### config.mk
export PLATFORM = sky130hd
export DESIGN_NAME = erase_queue_ctrl
export DESIGN_NICKNAME = d
export VERILOG_FILES = /design/src/rtl/erase_queue_ctrl.sv
export SDC_FILE = /design/constraint.sdc
export NUM_CORES = 1
export LEC_CHECK = 0
export ABC_AREA = 0
export BUFFER_PORTS_ARGS = -buffer_cell sky130_fd_sc_hd__buf_4
export CORE_UTILIZATION = 52
export CTS_CLUSTER_DIAMETER = 120
export DETAILED_ROUTE_END_ITERATION = 12
export PLACE_DENSITY = 0.85
export RECOVER_POWER = 50
export SETUP_SLACK_MARGIN = 0.5
export SYNTH_ARGS = -nofsm -noshare
export SYNTH_HDL_FRONTEND = slang
export SYNTH_SLANG_ARGS = --single-unit
### constraint.sdc
create_clock -name clk -period 2.4 [get_ports clk]
set_input_delay 0.48 -clock clk [delete_from_list [all_inputs] [get_ports clk]]
set_output_delay 0.48 -clock clk [all_outputs]
set_load 0.01 [all_outputs]
### src/rtl/erase_queue_ctrl.sv
// erase_queue_ctrl
//    Queues square-erase requests and sequences the downstream square eraser
//    one square at a time: load the square's grid position, release the
//    eraser from reset, wait a short settle period, then enable VGA plotting
//    until the eraser reports completion.
//
// Parameters
//    DEPTH   request FIFO entries (power of 2, 2..16)
//    SETTLE  cycles after eraser release before plot asserts
//
// Ports
//    clk            rising-edge clock
//    resetn         synchronous, active-low reset
//    req_valid      erase request strobe
//    req_x, req_y   grid column / row of the request
//    req_ready      FIFO can accept a request (registered not-full)
//    erase_done     completion flag from the square eraser
//    eraser_resetn  active-low reset to the square eraser
//    grid_x, grid_y square currently being erased
//    plot           VGA write enable for the eraser's pixel stream
//    busy           FSM not idle or FIFO non-empty
//    req_err        one-cycle pulse on a rejected (out-of-map) request
//
// Build option
//    ERASE_BOUNDS_CHECK_EN  reject requests outside the 8x6 square map
//                           (req_x > 7 or req_y > 5) and pulse req_err.
//                           Undefined: every request is queued, req_err = 0.
//
// State table
//    state   | meaning
//    IDLE    | waiting for a queued request
//    LOAD    | latch FIFO head into grid_x/grid_y, eraser held in reset
//    ERASE   | eraser running; settle countdown, then plot every cycle
//    DONE    | one-cycle gap, eraser back in reset, plot off

module erase_queue_ctrl #(
   parameter int DEPTH  = 4,
   parameter int SETTLE = 3
) (
   input  logic       clk,
   input  logic       resetn,
   input  logic       req_valid,
   input  logic [3:0] req_x,
   input  logic [3:0] req_y,
   output logic       req_ready,
   input  logic       erase_done,
   output logic       eraser_resetn,
   output logic [3:0] grid_x,
   output logic [3:0] grid_y,
   output logic       plot,
   output logic       busy,
   output logic       req_err
);

   localparam int AW = (DEPTH > 1) ? $clog2(DEPTH) : 1;
   localparam int CW = (SETTLE > 0) ? $clog2(SETTLE + 1) : 1;

   typedef enum logic [1:0] {
      S_IDLE  = 2'd0,
      S_LOAD  = 2'd1,
      S_ERASE = 2'd2,
      S_DONE  = 2'd3
   } state_t;

   logic [7:0]    mem_q [DEPTH];
   logic [7:0]    mem_d [DEPTH];
   logic [AW-1:0] wr_ptr_q, wr_ptr_d;
   logic [AW-1:0] rd_ptr_q, rd_ptr_d;
   logic [AW:0]   count_q, count_d;
   logic          full_q, full_d;

   state_t        state_q, state_d;
   logic [CW-1:0] settle_q, settle_d;
   logic [3:0]    grid_x_q, grid_x_d;
   logic [3:0]    grid_y_q, grid_y_d;

   logic          req_ok;
   logic          push;
   logic          pop;
   logic          settle_done;
   logic [7:0]    head;

`ifdef ERASE_BOUNDS_CHECK_EN
   logic          req_err_q, req_err_d;

   assign req_ok    = (req_x <= 4'd7) && (req_y <= 4'd5);
   assign req_err_d = req_valid && !full_q && !req_ok;
   assign req_err   = req_err_q;
`else
   assign req_ok    = 1'b1;
   assign req_err   = 1'b0;
`endif

   assign req_ready   = !full_q;
   assign push        = req_valid && !full_q && req_ok;
   assign settle_done = (settle_q == '0);
   // Pop coincides with the last plotted pixel: the edge that samples
   // erase_done after settle has elapsed.
   assign pop         = (state_q == S_ERASE) && settle_done && erase_done;
   assign head        = mem_q[rd_ptr_q];

   assign grid_x = grid_x_q;
   assign grid_y = grid_y_q;
   assign busy   = (state_q != S_IDLE) || (count_q != '0);

   // request FIFO
   always_comb begin
      mem_d    = mem_q;
      wr_ptr_d = wr_ptr_q;
      rd_ptr_d = rd_ptr_q;
      count_d  = count_q;
      if (push) begin
         mem_d[wr_ptr_q] = {req_x, req_y};
         wr_ptr_d        = wr_ptr_q + AW'(1);
      end
      if (pop) begin
         rd_ptr_d = rd_ptr_q + AW'(1);
      end
      case ({push, pop})
         2'b10:   count_d = count_q + (AW+1)'(1);
         2'b01:   count_d = count_q - (AW+1)'(1);
         default: count_d = count_q;
      endcase
      full_d = (count_d == (AW+1)'(DEPTH));
   end

   // sequencing FSM
   always_comb begin
      state_d       = state_q;
      settle_d      = settle_q;
      grid_x_d      = grid_x_q;
      grid_y_d      = grid_y_q;
      plot          = 1'b0;
      eraser_resetn = 1'b0;
      case (state_q)
         S_IDLE: begin
            if (count_q != '0) begin
               state_d = S_LOAD;
            end
         end
         S_LOAD: begin
            grid_x_d = head[7:4];
            grid_y_d = head[3:0];
            settle_d = CW'(SETTLE);
            state_d  = S_ERASE;
         end
         S_ERASE: begin
            eraser_resetn = 1'b1;
            if (!settle_done) begin
               settle_d = settle_q - CW'(1);
            end else begin
               plot = 1'b1;
               if (erase_done) begin
                  state_d = S_DONE;
               end
            end
         end
         S_DONE: begin
            state_d = S_IDLE;
         end
         default: begin
            state_d = S_IDLE;
         end
      endcase
   end

   always_ff @(posedge clk) begin
      if (!resetn) begin
         for (int i = 0; i < DEPTH; i++) begin
            mem_q[i] <= '0;
         end
         wr_ptr_q <= '0;
         rd_ptr_q <= '0;
         count_q  <= '0;
         full_q   <= 1'b0;
         state_q  <= S_IDLE;
         settle_q <= '0;
         grid_x_q <= '0;
         grid_y_q <= '0;
`ifdef ERASE_BOUNDS_CHECK_EN
         req_err_q <= 1'b0;
`endif
      end else begin
         mem_q    <= mem_d;
         wr_ptr_q <= wr_ptr_d;
         rd_ptr_q <= rd_ptr_d;
         count_q  <= count_d;
         full_q   <= full_d;
         state_q  <= state_d;
         settle_q <= settle_d;
         grid_x_q <= grid_x_d;
         grid_y_q <= grid_y_d;
`ifdef ERASE_BOUNDS_CHECK_EN
         req_err_q <= req_err_d;
`endif
      end
   end

endmodule

==> impl_metrics.py <==
metrics = {
    "cells_and_area": {
        "layout_common_cells": "dfxtp_1 (49), nand2_1 (38), nand3_1 (33)",
        "drive_gt1_share_pct": 17.1,
        "diodes": 0,
        "fillers": 377,
        "nets": 313,
        "fin_area_um2": 2790,
        "layout_commonest_cell": "dfxtp_1",
        "areaGrowthSynthToFinish_pct": 14.7,
    },
    "worst_setup_path": {
        "cpPeakStageDelay_ps": 530,
        "worstSetupPathType": "register to register",
        "crit_slowest_cell": "or4b_4",
        "endpoint_kind": "register",
        "critical_path_required_ps": 2660,
        "crit_path_cell_trace": "inv_1, ha_4, and3_4, ha_1, inv_2, fa_2, xor2_2, or4b_4, a21oi_2",
        "start_kind": "register",
        "crit_arrival_ps": 2450,
        "path_max_fanout": 2,
    },
    "global_route": {
        "track_usage_pct": 23.3,
        "grt-ovfl-total": 0,
        "antenna_found_initial": 0,
        "grt_pass1_vias": 1863,
        "grt_pass1_wl_um": 8910,
        "grt_max_degree": 35,
    },
    "sta": {
        "worst-slew-pin-transition_ps": 711,
        "rsz0062_at_grt": "true",
        "maxSlewHeadroom_pct": 52.6,
        "finalHoldViolations": 0,
        "clock_skew_ps": 11.6,
        "finalCriticalPeriod_ps": 2200,
        "period_share_pct": 91.6,
        "setup_viol": 0,
        "drv_slew": 0,
        "fmax_ghz": 0.455,
        "tns_ps": 0,
    },
    "drt": {
        "ant_nets": 0,
        "drc": 0,
        "wl_um": 5490,
        "wl_per_cell_um": 16.0,
        "vias": 1986,
        "vias_per_cell": 5.77,
        "first_iter_violations": 154,
        "first_pass_iters": 4,
    },
    "yosys": {
        "yosysSeqAreaShare_pct": 42.8,
        "async_flop_share_pct": 0,
        "synth-seq-cells": 52,
        "synth_cell_types": 31,
        "avgSynthCellArea_um2": 9.15,
        "synthesis.area_um2": 2430,
        "ys.flop_type": "dfxtp_1",
        "synth_edf_count": 0,
        "netlist_instances": 266,
        "synth_warnings": 0,
        "syn_nets": 288,
    },
    "power_and_ir_drop": {
        "seqPwrFrac_pct": 45.3,
        "vdd_drop_max_uv": 548,
        "p_comb_share_pct": 31.7,
        "p_clk_share_pct": 23.0,
        "p_sw_mw": 0.722,
        "switching_share_pct": 32.4,
        "internal-power_mw": 1.50,
        "p_leak_nw": 0.974,
        "power.density_nw_per_um2": 796,
    },
    "clock_tree": {
        "ctsHoldBuffers": 0,
        "clock_path_buffers": 2,
        "htree_num_levels": 2,
        "cts-root-buf": "clkbuf_8",
        "clk_latency_ps": 320,
        "clock_sinks": 52,
        "cts_buffers": 5,
        "path_clk_slew_ps": 100,
        "tritoncts": "done",
    },
    "placement": {
        "routabilityCongestion": 0.758,
        "place_area_um2": 2640,
        "dpl.hpwl_um": 3490,
        "io_buffers": 23,
    },
    "worst_hold_path": {
        "hp-class": "primary input to register",
    },
    "floorplanning": {
        "die_h_um": 70.4,
        "num_rows": 24,
        "coreArea_um2": 4410,
        "fp.dieW_um": 70.4,
        "die_area_um2": 4960,
        "start_util_pct": 55.2,
        "pin_count": 25,
    },
    "flow_run": {
        "drv_cap": 0,
    },
    "outcome": {
        "status": "complete, no violations",
    },
}
cell usage after synthesis (2+ instances only):
library cell	count	area, um^2
dfxtp_1	52	1040
nand2_1	39	146
nand3_1	33	165
a21boi_0	32	240
mux2i_1	18	180
nand3b_1	13	97.6
inv_1	11	41.3
clkbuf_1	9	33.8
ha_1	9	113
buf_2	8	40.0
o221ai_1	8	70.1
nor2b_1	6	37.5
and2_1	4	25.0
nor2_1	3	11.3
xnor2_1	3	26.3
buf_4	2	15.0
o211a_1	2	20.0
flip-flops by register name (all words and copies together) (netlist names):
| signal | flops |
|---|---|
| grid_x | 4 |
| count_q | 3 |
| wr_ptr_q | 2 |
| grid_y | 4 |
| full_q | 1 |
| settle_q | 2 |
| state_q | 2 |
| mem_q | 32 |
| rd_ptr_q | 2 |
stage by stage:
stage          std cells  power, mW  utilization (%)  hold WS [ps]  setup slack (ps)
2_1_floorplan        266       1.44                -           443             0.153
3_3_place_gp         327       1.61             59.8           448               173
3_5_place_dp         327       1.64             59.8           456               142
4_1_cts              341       2.22             63.7           446               268
5_1_grt              344       2.35             63.3           441               132
6_report             344       2.22             63.3           446               202
cell families after synthesis:
kind of cell               after synthesis  share of synthesized area, %
DFF                                     52                          42.8
other                                    1                         0.154
buffers and inverters                   30                          5.34
xor gates and xnor gates                 4                          1.44
adders and majority gates               10                          5.45
muxes                                   18                          7.40
and+or+nand+nor                        103                          21.6
AOI/OAI and AO/OA                       48                          15.8
final timing paths:
kind / from / to / slack (ps) / cells past startpoint
worst max register to register: state_q[0] / full_q / 200 / 9
worst min register to register: mem_q[9] / mem_q[9] / 470 / 2
worst max-delay path: state_q[0] / full_q / 200 / 9
worst min-delay path: req_y[1] / mem_q[9] / 450 / 3
layout make-up:
class	instances	area, um^2	share of cell area [%]
Multi-Input combinational cell	184	1310	47.0
Sequential cell	52	1040	37.4
Timing Repair Buffer	37	238	8.51
Clock buffer	6	72.6	2.60
Tap cell	52	65.1	2.33
Inverter	11	43.8	1.57
Clock inverter	2	16.3	0.582
layer usage:
metal  vias up  GRT usage (%)  routed length, um
met5         -              0                  0
met3         9           4.33                288
li1        971              -                  -
met2        57           38.2               2680
met1       949           29.6               2410
met4         0           10.4                109
critical path, delay by kind of cell, from the launching register on:
kind	cells	cell delay, ps
AND/OR/NAND/NOR	2	700
XOR/XNOR	1	160
AO/OA/AOI/OAI	1	120
adder cells (fa/ha/maj)	3	680
flip-flops	1	330
buffers and inverters	2	150
timing repair:
| action | 4_1_cts | 5_1_grt |
|---|---|---|
| resized for setup | 14 | 8 |
| endpoints found under the setup margin | 3 | 3 |
| pin swaps | 7 | 5 |
| setup buffers | 6 | 3 |
power by group through the flow:
| stage | registers (mW) | logic [mW] | clock network [mW] |
|---|---|---|---|
| 4_1_cts | 1.01 | 0.702 | 0.512 |
| 5_1_grt | 1.02 | 0.779 | 0.549 |
| 6_report | 1.01 | 0.705 | 0.511 |
| 2_1_floorplan | 1.01 | 0.427 | 0 |
| 3_5_place_dp | 1.02 | 0.619 | 0 |
| 3_3_place_gp | 1.01 | 0.600 | 0 |
Power figures use the tool's default switching activity.
